<file path="src/rtl/bsr_meta_arbiter.sv">
// Arbitrates one single-port metadata SRAM among two read ports and a DMA write port.
// Optional stall counters are enabled with the BSR_META_ARB_PERF_EN macro.
module bsr_meta_arbiter #(
  parameter int ADDR_W       = 10,
  parameter int DATA_W       = 32,
  parameter int RD_LAT       = 2,
  parameter int WR_BURST_MAX = 8
) (
  input  logic              clk,
  input  logic              rst_n,
  input  logic              abort,
  input  logic              rd0_ren,
  input  logic [ADDR_W-1:0] rd0_raddr,
  output logic              rd0_gnt,
  output logic              rd0_rvalid,
  output logic [DATA_W-1:0] rd0_rdata,
  input  logic              rd1_ren,
  input  logic [ADDR_W-1:0] rd1_raddr,
  output logic              rd1_gnt,
  output logic              rd1_rvalid,
  output logic [DATA_W-1:0] rd1_rdata,
  input  logic              wr_valid,
  input  logic [ADDR_W-1:0] wr_addr,
  input  logic [DATA_W-1:0] wr_data,
  output logic              wr_ready,
  output logic              sram_en,
  output logic              sram_we,
  output logic [ADDR_W-1:0] sram_addr,
  output logic [DATA_W-1:0] sram_wdata,
  input  logic [DATA_W-1:0] sram_rdata,
  output logic [31:0]       perf_stall0,
  output logic [31:0]       perf_stall1,
  output logic [31:0]       perf_wr_stall
);

  localparam int BC_W = $clog2(WR_BURST_MAX) + 1;
  localparam logic [BC_W-1:0] BC_MAX = BC_W'(WR_BURST_MAX);

  logic              any_ren;
  logic              wr_win;
  logic              rd_win;
  logic              rd_id;
  logic              rr_ptr;
  logic [BC_W-1:0]   burst_cnt;
  logic [RD_LAT-1:0] tag_v;
  logic [RD_LAT-1:0] tag_id;

  // Gating with rst_n keeps the combinational command quiet while reset is held.
  always_comb begin
    any_ren = rd0_ren | rd1_ren;
    wr_win  = 1'b0;
    rd_win  = 1'b0;
    rd_id   = 1'b0;
    if (rst_n && !abort) begin
      if (wr_valid && ((burst_cnt < BC_MAX) || !any_ren)) begin
        wr_win = 1'b1;
      end else if (any_ren) begin
        rd_win = 1'b1;
        rd_id  = (rd0_ren && rd1_ren) ? rr_ptr : rd1_ren;
      end
    end
  end

  assign rd0_gnt    = rd_win & ~rd_id;
  assign rd1_gnt    = rd_win & rd_id;
  assign wr_ready   = wr_win;
  assign sram_en    = rd_win | wr_win;
  assign sram_we    = wr_win;
  assign sram_addr  = wr_win ? wr_addr : (rd_win ? (rd_id ? rd1_raddr : rd0_raddr) : '0);
  assign sram_wdata = wr_win ? wr_data : '0;

  always_ff @(posedge clk or negedge rst_n) begin
    if (!rst_n) begin
      rr_ptr    <= 1'b0;
      burst_cnt <= '0;
    end else begin
      if (rd_win) rr_ptr <= ~rd_id;
      if (abort || rd_win || !any_ren) begin
        burst_cnt <= '0;
      end else if (wr_win && (burst_cnt < BC_MAX)) begin
        burst_cnt <= burst_cnt + 1'b1;
      end
    end
  end

  generate
    if (RD_LAT == 1) begin : g_tag1
      always_ff @(posedge clk or negedge rst_n) begin
        if (!rst_n) begin
          tag_v  <= '0;
          tag_id <= '0;
        end else begin
          tag_v[0]  <= rd_win & ~abort;
          tag_id[0] <= rd_id;
        end
      end
    end else begin : g_tagn
      always_ff @(posedge clk or negedge rst_n) begin
        if (!rst_n) begin
          tag_v  <= '0;
          tag_id <= '0;
        end else begin
          tag_v  <= abort ? '0 : {tag_v[RD_LAT-2:0], rd_win};
          tag_id <= {tag_id[RD_LAT-2:0], rd_id};
        end
      end
    end
  endgenerate

  // A read landing in the abort cycle itself is also suppressed.
  assign rd0_rvalid = tag_v[RD_LAT-1] & ~tag_id[RD_LAT-1] & ~abort;
  assign rd1_rvalid = tag_v[RD_LAT-1] & tag_id[RD_LAT-1] & ~abort;
  assign rd0_rdata  = sram_rdata;
  assign rd1_rdata  = sram_rdata;

`ifdef BSR_META_ARB_PERF_EN
  logic [31:0] stall0_q;
  logic [31:0] stall1_q;
  logic [31:0] wr_stall_q;

  always_ff @(posedge clk or negedge rst_n) begin
    if (!rst_n) begin
      stall0_q   <= '0;
      stall1_q   <= '0;
      wr_stall_q <= '0;
    end else begin
      if (rd0_ren && !rd0_gnt && (stall0_q != '1)) stall0_q <= stall0_q + 32'd1;
      if (rd1_ren && !rd1_gnt && (stall1_q != '1)) stall1_q <= stall1_q + 32'd1;
      if (wr_valid && !wr_ready && (wr_stall_q != '1)) wr_stall_q <= wr_stall_q + 32'd1;
    end
  end

  assign perf_stall0   = stall0_q;
  assign perf_stall1   = stall1_q;
  assign perf_wr_stall = wr_stall_q;
`else
  assign perf_stall0   = '0;
  assign perf_stall1   = '0;
  assign perf_wr_stall = '0;
`endif

endmodule
</file>
<file path="config.mk">
export PLATFORM = sky130hd
export DESIGN_NAME = bsr_meta_arbiter
export DESIGN_NICKNAME = d
export VERILOG_FILES = /design/src/rtl/bsr_meta_arbiter.sv
export SDC_FILE = /design/constraint.sdc
export NUM_CORES = 1
export LEC_CHECK = 0
export CORE_AREA = 5 5 117 119
export DETAILED_ROUTE_END_ITERATION = 12
export DIE_AREA = 0 0 122 124
export GPL_TIMING_DRIVEN = 0
export SLEW_MARGIN = 20
export SYNTH_ARGS = -nofsm -noshare
export SYNTH_HDL_FRONTEND = slang
export SYNTH_SLANG_ARGS = --single-unit
</file>
<file path="constraint.sdc">
create_clock -name clk -period 1.4 [get_ports clk]
set_input_delay 0.14 -clock clk [delete_from_list [all_inputs] [get_ports clk]]
set_output_delay 0.14 -clock clk [all_outputs]
set_load 0.03 [all_outputs]
</file>
Yosys cells after proc, flatten, opt, wreduce, memory -nomap -nowiden
Cells that the tools add are included.

Input bits: 100. Logic and storage cells: 43. Output and inout bits: 209. Flip-flop bits (word level): 9.

Magnitude comparators: 1. Add/subtract/negate cells: 1. Reductions and logical operators: 10. Bitwise logic cells: 11. Mux-type cells: 16.

Operators with widths (count): 2-to-1 mux 32 bit (1); 2-to-1 mux 10 bit (3); 2-to-1 mux 1 bit (9); 2-to-1 mux 4 bit (2); bitwise AND 1 bit (6); adder 4 x 1 -> 4 bit, second input constant (1); logical AND 1 bit (4); less-than comparator 4 bit, second input constant (1); logical OR 1 bit (3); NOT 1 bit (3); logical NOT 1 bit (2); 2-to-1 mux 2 bit (1); bitwise OR 1 bit (2); nonzero test 2 bit (1).

Logic depth before layout (Yosys ltp)
Gate-level depths: netlist (run 1).

Depth after elaboration: 9. Depth in mapped cells: 5. Depth with buffers taken out: 4.

Worst setup path before layout (run 1)
OpenSTA, ideal clock, no wires.

Path kind: register to output. Start: register burst_cnt[3]. End: output sram_addr[0]. Path buffers: 2. Arrival time: 1.465 ns. Required time: 1.260 ns. Slack: -0.205 ns. Cell stages (with the launch flop): 6. Cell sequence: dfrtp_1 nand2b_1 buf_2 buf_2 nand4_1 a31oi_1.

Word-level cells in the longest chain between the ends: 8.

Ends and longest elaborated chain: start, declared (RTL line 44) `logic [BC_W-1:0] burst_cnt;`; start signal, assigned (RTL line 81) `burst_cnt <= burst_cnt + 1'b1;`; less-than comparator 4 bit (*) (RTL line 55) `if (wr_valid && ((burst_cnt < BC_MAX) || !any_ren)) begin`; logical OR 1 bit (*) (RTL line 55); logical AND 1 bit (*) (RTL line 55); 2-to-1 mux 1 bit (RTL line 55); 2-to-1 mux 1 bit (RTL line 54) `if (rst_n && !abort) begin`; 2-to-1 mux 10 bit (2 in series) (RTL line 69) `assign sram_addr = wr_win ? wr_addr : (rd_win ? (rd_id ? rd1_raddr : rd0_raddr) : '0);`; 2-to-1 mux 10 bit (*) (RTL line 69); end, declared (RTL line 28) `output logic [ADDR_W-1:0] sram_addr,`.

Mark *: on every way between the ends. The rest lies on a longest branch, timed or not.

Worst setup path after layout (run 1)
Start: register burst_cnt[3]. End: output sram_addr[2].

The elaborated chain is that of the path after synthesis.

==> reports/qor.json, run 1 <==
{
  "run_status": {"value": "finished, violations left"},
  "failing_checks": {"value": "setup timing"},
  "clock-skew-final": {"value": 0.002380, "unit": "ns"},
  "syn-mean-instance-area": {"value": 7.429, "unit": "um^2"},
  "floorplan.core_area": {"value": 0.01247, "unit": "mm^2"},
  "multi_input_gate_area": {"value": 0.001308, "unit": "mm^2"},
  "initial_utilization": {"value": 18.12, "unit": "%"},
  "vdd.ir_drop.worst": {"value": 0.0004782, "unit": "V"},
  "crit_type": {"value": "reg2out"},
  "count_of_cells_along_the_worst_register_to_register_path": {"value": 5},
  "warning_count_from_the_yosys_run": {"value": 0},
  "detailedRoute.firstPassIterationCount": {"value": 4},
  "power_per_cell_area": {"value": 498.4, "unit": "mW/mm^2"},
  "fin_ws": {"value": -0.3197, "unit": "ns"},
  "setup_repair_after_global_routing_missed_its_margin": {"value": "true"},
  "critical-path-top-delay-family": {"value": "flip-flops"},
  "dp_slack": {"value": -1.391, "unit": "ns"},
  "cts_buffers": {"value": 3},
  "clock_sink_count": {"value": 9},
  "power.static_leakage": {"value": 2.617, "unit": "nW"},
  "postRouteWirelength": {"value": 10120, "unit": "um"},
  "antenna_found_initial": {"value": 0},
  "grt_max_degree": {"value": 11},
  "first_global_vias": {"value": 2485},
  "area_of_the_mapped_netlist": {"value": 0.002258, "unit": "mm^2"},
  "kind_of_start_point_of_the_critical_path": {"value": "flop"},
  "antennaDiodeCount": {"value": 0},
  "mostFrequentLayoutCells": {"value": "167 x buf_4, 126 x clkdlybuf4s50_1, 96 x conb_1"},
  "detailroute.wirelength.met3": {"value": 948, "unit": "um"},
  "rr_startpoint": {"value": "burst_cnt[3]"},
  "cts_clk_pin_slew_worst_paths": {"value": 0.04, "unit": "ns"},
  "route.antenna.remaining_nets": {"value": 0},
  "critPathArrivalTime": {"value": 1.58, "unit": "ns"},
  "htreeDepth": {"value": 1},
  "place_congestion": {"value": 0.7427},
  "timing.final.crit_period": {"value": 1.720, "unit": "ns"},
  "final-seq-area": {"value": 225.2, "unit": "um^2"},
  "worst_hold_startpoint": {"value": "rst_n"},
  "synth_cells": {"value": 304},
  "routed_len_inst": {"value": 13.19, "unit": "um"},
  "path_cells": {"value": "o21a_1 > or2_4 > buf_12 > a31oi_4 > buf_6"},
  "worstHoldPathCells": {"value": 3},
  "finalHoldViolations": {"value": 0},
  "chipHeight": {"value": 124, "unit": "um"},
  "crit_buf_inv": {"value": 2},
  "cpPeakStageDelay": {"value": 0.39, "unit": "ns"},
  "totalPowerFinal": {"value": 2.582, "unit": "mW"},
  "io-pin-count": {"value": 309},
  "area.growth.synth_to_final": {"value": 129.4, "unit": "%"},
  "vias_per_cell": {"value": 3.400},
  "topRoutingLayerUsed": {"value": "met4"},
  "min_path_type": {"value": "in2reg"},
  "detailed_route_wirelength_on_metal2": {"value": 5803, "unit": "um"},
  "grt_pass1_wl": {"value": 13690, "unit": "um"},
  "final_area": {"value": 0.005181, "unit": "mm^2"},
  "synth.distinct_cells": {"value": 32},
  "die_width": {"value": 122, "unit": "um"},
  "grt_util_all_layers": {"value": 11.38, "unit": "%"},
  "finalSetupViolations": {"value": 47},
  "critical_path_cell_count": {"value": 5},
  "place_area": {"value": 0.004732, "unit": "mm^2"},
  "clock_insertion_delay_worst_skew": {"value": 0.23, "unit": "ns"},
  "hpwlAfterDp": {"value": 8968, "unit": "um"},
  "cts_buffer_depth": {"value": 2},
  "drc": {"value": 0},
  "fin_worst_hold_slack": {"value": 0.3525, "unit": "ns"},
  "startpoint": {"value": "burst_cnt[3]"},
  "crit_slowest_cell": {"value": "dfrtp_1"},
  "clock.fmax": {"value": 0.5815, "unit": "GHz"},
  "setup_tns": {"value": -13.06, "unit": "ns"},
  "critical_path_peak_fanout": {"value": 5},
  "layout_commonest_cell": {"value": "buf_4"},
  "cts.root.buffer_cell": {"value": "clkbuf_16"},
  "io_buffers": {"value": 180},
  "timing.max_cap.violations": {"value": 0},
  "via_count": {"value": 2608},
  "rows": {"value": 41},
  "drive_gt1_share": {"value": 48.07, "unit": "%"},
  "synth_sequential_area_ratio": {"value": 9.972, "unit": "%"},
  "final_nets": {"value": 697},
  "final_min_period_over_clock_period": {"value": 122.8, "unit": "%"},
  "drt_iter0_markers": {"value": 57},
  "m1WireLength": {"value": 3298, "unit": "um"},
  "layout.filler_cells": {"value": 1248},
  "cts_tree": {"value": "done"},
  "required": {"value": 1.26, "unit": "ns"},
  "endpoint_kind": {"value": "primary output"},
  "grt_overflow_total": {"value": 0},
  "ys_ff_latch": {"value": 9},
  "final_max_slew_viol_count": {"value": 0},
  "die_area": {"value": 0.01513, "unit": "mm^2"}
}
-- timing repair --
action / 4_1_cts / 5_1_grt
gates cloned: 5 / 1
hold buffers: 1 / 0
pin swaps: 27 / 18
setup buffers: 2 / 3
hold endpoints to repair: 9 / 0
endpoints found under the setup margin: 54 / 48
resized for setup: 401 / 14
-- synth_stat cells, drive strengths merged --
cell type    n  area [um^2]
clkbuf       4        15.01
and4bb       1        12.51
inv          2        7.500
o21ai        1        5.000
xnor2        1        8.760
a21boi       1        7.510
nand2b       2        12.51
a31oi       12        75.07
nor2b        2        12.51
nand4bb      1        11.26
a21oi        2        10.01
a211o        1        8.760
buf        172         1276
ha           1        12.51
nor3b        1        7.510
conb         1        3.750
nand2        2        7.510
nor3        10        50.05
and4         2        17.52
or3          1        6.260
dfrtp        9        225.2
o21a         2        15.01
and3b        1        8.760
nor2         4        15.01
and3         3        18.77
or2          2        12.52
nand4       20        125.1
nand3b       1        7.510
and2        42        262.8
-- cell type report --
| type | count | share of cell area, % |
|---|---|---|
| Timing Repair Buffer | 191 | 37.94 |
| Clock buffer | 4 | 1.521 |
| Buffer | 176 | 26.37 |
| Inverter | 2 | 0.2898 |
| Multi-Input combinational cell | 212 | 25.24 |
| Tap cell | 172 | 4.154 |
| Timing Repair inverter | 1 | 0.1449 |
| Sequential cell | 9 | 4.347 |
-- registers in the layout, summed over array words and instances, names as in the netlist --
name,cells
rr_ptr,1
tag_v,2
tag_id,2
burst_cnt,4
-- layer usage --
metal  vias to the layer above  global-route usage [%]
li1                       1321                       -
met1                      1131                   11.50
met2                       152                   23.90
met3                         4                   2.407
met4                         0                   1.821
met5                         -                       0
-- metrics by stage --
stage / utilization (%) / std cells
4_1_cts: 40.70 / 763
3_5_place_dp: 37.96 / 751
2_1_floorplan: - / 399
5_1_grt: 41.56 / 767
6_report: 41.56 / 767
3_3_place_gp: 37.96 / 751
-- path summary, 6_finish.rpt --
path                                end  slack [ns]
max                        sram_addr[2]       -0.32
min                        burst_cnt[1]        0.35
max reg2reg                burst_cnt[2]       -0.03
min reg2reg                   tag_id[1]        0.36
max in group asynchronous      tag_v[0]        0.68
min in group asynchronous  burst_cnt[1]        0.44
-- kinds of logic after synthesis --
kind of cell               synth area share, %
buffers and inverters                    57.51
and+or+nand+nor                          26.04
AOI/OAI and AO/OA                        5.374
DFF                                      9.972
xor gates and xnor gates                0.3879
adders and majority gates               0.5539
other                                   0.1660
-- report_power, final --
group | internal, mW | switching, mW
Clock | 0.380 | 0.121
Combinational | 0.851 | 0.947
Sequential | 0.272 | 0.0113
-- worst register-to-register path, stage by stage (launching register included) --
cell	delay [ns]
dfrtp_1	0.39
buf_4	0.14
buf_4	0.13
nand4bb_1	0.22
or3_1	0.34
a21oi_1	0.15
Note: power is estimated with default switching activity, not from simulation.
==> inputs of run 2 (changes only) <==
- SKIP_CTS_REPAIR_TIMING: default -> 1
==> run 2 against run 1 <==
The run still ends with setup timing left. Routed wire length decreased by 0.33%. Utilization fell by 0.24 points. Critical path depth unchanged. Combinational power barely moved.
==> reports/qor.json, run 2 (same netlist as run 1, synthesis figures left out) <==
{
  "clock_insertion_delay_worst_skew": {"value": 0.23, "unit": "ns", "change": "about the same"},
  "htreeDepth": {"value": 1, "change": "unchanged"},
  "postRouteWirelength": {"value": 10090, "unit": "um", "change": "-0.33%"},
  "max_flop_register": {"value": "burst_cnt"},
  "final_nets": {"value": 694, "change": "-0.43%"},
  "rows": {"value": 41, "change": "unchanged"},
  "cts_clk_pin_slew_worst_paths": {"value": 0.04, "unit": "ns", "change": "about the same"},
  "min_path_type": {"value": "in2reg"},
  "cts_buffers": {"value": 3, "change": "unchanged"},
  "detailedRoute.firstPassIterationCount": {"value": 4, "change": "unchanged"},
  "clock.fmax": {"value": 0.5978, "unit": "GHz", "change": "+2.8%"},
  "rr_startpoint": {"value": "burst_cnt[3]"},
  "grt_pass1_wl": {"value": 13150, "unit": "um", "change": "-3.9%"},
  "finalSetupViolations": {"value": 47, "change": "unchanged"},
  "path_cells": {"value": "o21a_1 > or2_4 > buf_8 > a31oi_4 > buf_6"},
  "timing.rr.end": {"value": "burst_cnt[2]"},
  "critPathArrivalTime": {"value": 1.53, "unit": "ns", "change": "-0.05 ns"},
  "clock-skew-final": {"value": 0.002738, "unit": "ns", "change": "+0.0003586 ns"},
  "route.antenna.remaining_nets": {"value": 0, "change": "unchanged"},
  "power.static_leakage": {"value": 2.630, "unit": "nW", "change": "+0.49%"},
  "via_count": {"value": 2605, "change": "-0.12%"},
  "run_status": {"value": "finished, violations left"},
  "antennaDiodeCount": {"value": 0, "change": "unchanged"},
  "cpPeakStageDelay": {"value": 0.39, "unit": "ns", "change": "about the same"},
  "die_area": {"value": 0.01513, "unit": "mm^2", "change": "unchanged"},
  "finalHoldViolations": {"value": 0, "change": "unchanged"},
  "first_global_vias": {"value": 2380, "change": "-4.2%"},
  "cts_tree": {"value": "done"},
  "vias_per_cell": {"value": 3.410, "change": "+0.28%"},
  "cts.root.buffer_cell": {"value": "clkbuf_16"},
  "hpwlAfterDp": {"value": 8968, "unit": "um", "change": "unchanged"},
  "power_per_cell_area": {"value": 497.5, "unit": "mW/mm^2", "change": "-0.18%"},
  "grt_overflow_total": {"value": 0, "change": "unchanged"},
  "grt_max_degree": {"value": 15, "change": "+4"},
  "mostFrequentLayoutCells": {"value": "175 x buf_4, 126 x clkdlybuf4s50_1, 96 x conb_1"},
  "final_max_slew_viol_count": {"value": 0, "change": "unchanged"},
  "initial_utilization": {"value": 18.12, "unit": "%", "change": "unchanged"},
  "setup_repair_after_global_routing_missed_its_margin": {"value": "true"},
  "worst_hold_startpoint": {"value": "rst_n"},
  "crit_type": {"value": "reg2out"},
  "largestRegisters": {"value": "burst_cnt (4), tag_id (2), tag_v (2)"},
  "failing_checks": {"value": "setup timing"},
  "startpoint": {"value": "burst_cnt[3]"},
  "clock_sink_count": {"value": 9, "change": "unchanged"},
  "required": {"value": 1.26, "unit": "ns", "change": "about the same"},
  "routed_len_inst": {"value": 13.20, "unit": "um", "change": "about the same"},
  "place_congestion": {"value": 0.7427, "change": "unchanged"},
  "fin_worst_hold_slack": {"value": 0.2561, "unit": "ns", "change": "-0.09633 ns"},
  "timing.final.crit_period": {"value": 1.673, "unit": "ns", "change": "-0.04691 ns"},
  "cts_buffer_depth": {"value": 2, "change": "unchanged"},
  "kind_of_start_point_of_the_critical_path": {"value": "flop"},
  "drt_iter0_markers": {"value": 48, "change": "-16%"},
  "final_min_period_over_clock_period": {"value": 119.5, "unit": "%", "change": "-3.4 points"},
  "largest_reg_flops": {"value": 4, "change": "unchanged"},
  "endpoint_kind": {"value": "primary output"},
  "vdd.ir_drop.worst": {"value": 0.0004679, "unit": "V", "change": "-2.2%"},
  "chipHeight": {"value": 124, "unit": "um", "change": "unchanged"},
  "antenna_found_initial": {"value": 0, "change": "unchanged"},
  "area.growth.synth_to_final": {"value": 128.1, "unit": "%"},
  "die_width": {"value": 122, "unit": "um", "change": "unchanged"},
  "floorplan.core_area": {"value": 0.01247, "unit": "mm^2", "change": "unchanged"},
  "multi_input_gate_area": {"value": 0.001292, "unit": "mm^2", "change": "-1.1%"},
  "fin_ws": {"value": -0.2728, "unit": "ns", "change": "+0.04691 ns"},
  "drc": {"value": 0, "change": "unchanged"},
  "io-pin-count": {"value": 309, "change": "unchanged"},
  "dp_slack": {"value": -1.391, "unit": "ns", "change": "unchanged"},
  "critical_path_peak_fanout": {"value": 10, "change": "+5"},
  "layout.filler_cells": {"value": 1275, "change": "+2.2%"},
  "grt_util_all_layers": {"value": 10.87, "unit": "%", "change": "-0.51 points"},
  "io_buffers": {"value": 180, "change": "unchanged"},
  "drive_gt1_share": {"value": 47.13, "unit": "%", "change": "-0.94 points"},
  "crit_slowest_cell": {"value": "dfrtp_1"},
  "count_of_cells_along_the_worst_register_to_register_path": {"value": 5, "change": "unchanged"},
  "regToRegSetupSlack": {"value": -0.02, "unit": "ns", "change": "about the same"},
  "layout_commonest_cell": {"value": "buf_4"},
  "final-seq-area": {"value": 225.2, "unit": "um^2", "change": "unchanged"},
  "critical_path.endpoint": {"value": "sram_addr[1]"},
  "timing.max_cap.violations": {"value": 0, "change": "unchanged"}
}
-- run 2: changes by cell type in the layout (fill, tap and decap cells not counted), sizes merged --
cell,before,now
buf,229,225
clkinvlp,1,0
dlymetal6s2s,0,6
clkbuf,9,11
dlygate4sd2,6,0
-- run 2: worst min path at each step --
stage	depth (start not counted)	slack, ns	endpoint
after floorplan	0	-0.16	burst_cnt[0]
after global placement	0	0.34	tag_id[1]
after detailed placement	0	0.34	tag_id[1]
after CTS	1	0.28	tag_id[0]
after global routing	3	0.26	burst_cnt[1]
final	3	0.26	burst_cnt[1]
-- run 2: where the power goes --
part | switching, mW | internal (mW) | total (mW) | leakage [nW]
combinational | 0.941 | 0.840 | 1.78 | 2.47
clock | 0.120 | 0.380 | 0.500 | 0.0382
sequential | 0.00937 | 0.272 | 0.281 | 0.122
total | 1.07 | 1.49 | 2.56 | 2.63
-- run 2: critical path, delay by kind of cell (launching register included) --
family	cells	cell delay, ns
AO/OA/AOI/OAI	2	0.31
buffers and inverters	2	0.32
flip-flops	1	0.39
AND/OR/NAND/NOR	1	0.27
-- run 2: area by class of cell --
| class | instances | area share, % |
|---|---|---|
| Timing Repair Buffer | 189 | 38.04 |
| Buffer | 176 | 26.50 |
| Multi-Input combinational cell | 212 | 25.09 |
| Sequential cell | 9 | 4.372 |
| Tap cell | 172 | 4.178 |
| Clock buffer | 4 | 1.530 |
| Inverter | 2 | 0.2915 |
-- run 2: routing by layer --
| layer | share of wire (%) | track usage (%) | vias up |
|---|---|---|---|
| li1 | - | - | 1315 |
| met1 | 32 | 10.70 | 1139 |
| met2 | 58 | 23.00 | 147 |
| met3 | 9.0 | 2.498 | 4 |
| met4 | 0.67 | 1.821 | 0 |
| met5 | 0 | 0 | - |
-- run 2: through the flow --
step / power (mW) / instance area (um^2) / cells / setup TNS [ns] / util, %
5_1_grt: 2.681 / 5151 / 764 / -13.92 / 41.32
4_1_cts: 2.453 / 4811 / 755 / -61.90 / 38.59
2_1_floorplan: 1.421 / 2715 / 399 / -0.2895 / -
3_3_place_gp: 1.939 / 4732 / 751 / -61.19 / 37.96
6_report: 2.563 / 5151 / 764 / -10.96 / 41.32
3_5_place_dp: 1.946 / 4732 / 751 / -62.92 / 37.96
==> inputs of run 3 (changes only) <==
- CORE_AREA: 5 5 117 119 -> 5 5 116 118
- DIE_AREA: 0 0 122 124 -> 0 0 121 123
- clock period: 1.4 -> 2 ns (I/O delays scaled with it)
==> run 3 against run 2 <==
The run now ends clean. Routed wire length decreased by 6.4%. Die area decreased by 1.6%. Final area decreased by 11%. Critical path depth increased by 1. Non-clock buffer count decreased by 8. Sequential share of layout area increased by 0.53 points. Sequential power decreased by 31%. Register-to-register slack improved by 0.74 ns. Via count decreased by 1.1%. Critical path type unchanged. Largest cell class unchanged. Largest power group unchanged. Highest routed layer unchanged.
==> reports/qor.json, run 3 (same netlist as run 1, synthesis figures left out) <==
{
  "cts_tree": {"value": "done"},
  "critical_path_peak_fanout": {"value": 10, "change": "unchanged"},
  "cts_clk_pin_slew_worst_paths": {"value": 0.04, "unit": "ns", "change": "about the same"},
  "die_area": {"value": 0.01488, "unit": "mm^2", "change": "-1.6%"},
  "endpoint_kind": {"value": "primary output"},
  "crit_type": {"value": "reg2out"},
  "io_buffers": {"value": 180, "change": "unchanged"},
  "timing.max_cap.violations": {"value": 0, "change": "unchanged"},
  "kind_of_start_point_of_the_critical_path": {"value": "flop"},
  "final_min_period_over_clock_period": {"value": 96.40, "unit": "%"},
  "count_of_cells_along_the_worst_register_to_register_path": {"value": 4, "change": "-1"},
  "fin_worst_hold_slack": {"value": 0.3125, "unit": "ns", "change": "+0.05637 ns"},
  "placed_cells": {"value": 751, "change": "unchanged"},
  "htreeDepth": {"value": 1, "change": "unchanged"},
  "crit_path_frequent_cell": {"value": "buf_2"},
  "detailroute.wirelength.met3": {"value": 973, "unit": "um", "change": "+6.8%"},
  "cts.root.buffer_cell": {"value": "clkbuf_16"},
  "path_cells": {"value": "nand2b_1 > buf_2 > buf_2 > nand4_1 > a31oi_1 > buf_2"},
  "die_width": {"value": 121, "unit": "um", "change": "-0.82%"},
  "power.static_leakage": {"value": 2.585, "unit": "nW", "change": "-1.7%"},
  "clock.fmax": {"value": 0.5187, "unit": "GHz"},
  "place_congestion": {"value": 0.7555, "change": "+1.7%"},
  "mostFrequentLayoutCells": {"value": "167 x buf_4, 128 x clkdlybuf4s50_1, 96 x conb_1"},
  "grt_pass1_wl": {"value": 13040, "unit": "um", "change": "-0.84%"},
  "largest_reg_flops": {"value": 4, "change": "unchanged"},
  "layout.filler_cells": {"value": 1298, "change": "+1.8%"},
  "run_status": {"value": "finished clean"},
  "timing.final.crit_period": {"value": 1.928, "unit": "ns"},
  "totalPowerFinal": {"value": 1.672, "unit": "mW", "change": "-35%"},
  "worstHoldPathCells": {"value": 2, "change": "-1"},
  "worst_hold_startpoint": {"value": "abort"},
  "crit_slowest_cell": {"value": "dfrtp_1"},
  "place_area": {"value": 0.004632, "unit": "mm^2", "change": "-2.1%"},
  "vdd.ir_drop.worst": {"value": 0.0003563, "unit": "V", "change": "-24%"},
  "finalSetupViolations": {"value": 0, "change": "-100%"},
  "rr_startpoint": {"value": "burst_cnt[3]"},
  "critPathArrivalTime": {"value": 1.73, "unit": "ns", "change": "+0.20 ns"},
  "largestRegisters": {"value": "burst_cnt (4), tag_id (2), tag_v (2)"},
  "cpPeakStageDelay": {"value": 0.40, "unit": "ns", "change": "about the same"},
  "initial_utilization": {"value": 18.27, "unit": "%", "change": "+0.15 points"},
  "rows": {"value": 41, "change": "unchanged"},
  "regToRegSetupSlack": {"value": 0.72, "unit": "ns", "change": "+0.74 ns"},
  "clock_sink_count": {"value": 9, "change": "unchanged"},
  "cts_buffer_depth": {"value": 2, "change": "unchanged"},
  "min_path_type": {"value": "in2reg"},
  "grt_max_degree": {"value": 15, "change": "unchanged"},
  "floorplan.core_area": {"value": 0.01236, "unit": "mm^2", "change": "-0.82%"},
  "clock-skew-final": {"value": 0.002753, "unit": "ns", "change": "+0.00001463 ns"},
  "topRoutingLayerUsed": {"value": "met4"},
  "drive_gt1_share": {"value": 37.67, "unit": "%", "change": "-9.5 points"},
  "timing.hold.worst_endpoint": {"value": "tag_v[1]"},
  "required": {"value": 1.80, "unit": "ns", "change": "+0.54 ns"},
  "timing.rr.end": {"value": "burst_cnt[3]"},
  "route.antenna.remaining_nets": {"value": 0, "change": "unchanged"},
  "finalHoldViolations": {"value": 0, "change": "unchanged"},
  "first_global_vias": {"value": 2443, "change": "+2.6%"},
  "final_nets": {"value": 686, "change": "-1.2%"},
  "hpwlAfterDp": {"value": 8762, "unit": "um", "change": "-2.3%"},
  "drc": {"value": 0, "change": "unchanged"},
  "clock_insertion_delay_worst_skew": {"value": 0.23, "unit": "ns", "change": "about the same"},
  "routed_len_inst": {"value": 12.49, "unit": "um", "change": "-5.4%"},
  "detailedRoute.firstPassIterationCount": {"value": 5, "change": "+1"},
  "io-pin-count": {"value": 309, "change": "unchanged"},
  "setup_repair_after_global_routing_missed_its_margin": {"value": "true"},
  "finish.cell_count_without_fillers": {"value": 756, "change": "-1.0%"},
  "layout_commonest_cell": {"value": "buf_4"},
  "via_count": {"value": 2577, "change": "-1.1%"},
  "detailed_route_wirelength_on_metal2": {"value": 5379, "unit": "um", "change": "-8.1%"},
  "vias_per_cell": {"value": 3.409, "change": "about the same"},
  "antennaDiodeCount": {"value": 0, "change": "unchanged"},
  "chipHeight": {"value": 123, "unit": "um", "change": "-0.81%"},
  "max_flop_register": {"value": "burst_cnt"},
  "grt_util_all_layers": {"value": 10.88, "unit": "%", "change": "about the same"},
  "m1WireLength": {"value": 3028, "unit": "um", "change": "-6.9%"},
  "postRouteWirelength": {"value": 9439, "unit": "um", "change": "-6.4%"},
  "setup_tns": {"value": 0, "unit": "ns", "change": "+10.96 ns"},
  "final_max_slew_viol_count": {"value": 0, "change": "unchanged"},
  "antenna_found_initial": {"value": 0, "change": "unchanged"},
  "cts_buffers": {"value": 3, "change": "unchanged"},
  "grt_overflow_total": {"value": 0, "change": "unchanged"},
  "drt_iter0_markers": {"value": 19, "change": "-60%"},
  "area.growth.synth_to_final": {"value": 103.5, "unit": "%"},
  "power_per_cell_area": {"value": 363.8, "unit": "mW/mm^2", "change": "-27%"},
  "final_area": {"value": 0.004596, "unit": "mm^2", "change": "-11%"}
}
## run 3: changes by cell type in the layout (fill, tap and decap cells not counted), sizes merged
cell	before	now
clkdlybuf4s50	126	128
dlymetal6s2s	6	15
buf	225	177
clkbuf	11	40
## run 3: stage by stage
stage	setup WS, ns	utilization, %
final	0.07205	37.17
after global routing	-0.06827	37.17
after CTS	-0.9047	38.10
after detailed placement	-0.9070	37.47
after global placement	-0.8631	37.47
after floorplan	0.3346	-
## run 3: layout make-up
class,count,area [um^2],share of cell area (%)
buffer,176,1303,28.34
clock buffer,4,78.83,1.715
inverter,2,7.507,0.1634
multi-input combinational,212,1097,23.88
sequential,9,225.2,4.901
tap,172,215.2,4.683
timing repair buffer,181,1669,36.32
## run 3: worst max-delay path: cells and delay by family (launching register included)
kind / cells / cell delay, ns
buffers and inverters: 3 / 0.63
AND/OR/NAND/NOR: 2 / 0.24
AO/OA/AOI/OAI: 1 / 0.22
flip-flops: 1 / 0.40
## run 3: how the worst max path moves through the flow
stage / start / end / cells after the start
2_1_floorplan: burst_cnt[3] / sram_addr[0] / 5
3_3_place_gp: rst_n / sram_wdata[15] / 7
3_5_place_dp: rst_n / sram_addr[3] / 7
4_1_cts: rst_n / sram_addr[3] / 7
5_1_grt: burst_cnt[3] / sram_addr[3] / 6
6_report: burst_cnt[3] / sram_addr[3] / 6
## run 3: report_power, final
part	leakage, nW	total, mW	switching (mW)	internal, mW
combinational	2.42	1.13	0.627	0.506
sequential	0.122	0.195	0.00428	0.190
clock	0.0382	0.344	0.0787	0.266
## run 3: routing by layer
layer	vias up	track usage (%)
met5	-	0
met4	0	1.487
met3	6	2.928
met2	159	23.03
met1	1113	10.54
li1	1299	-
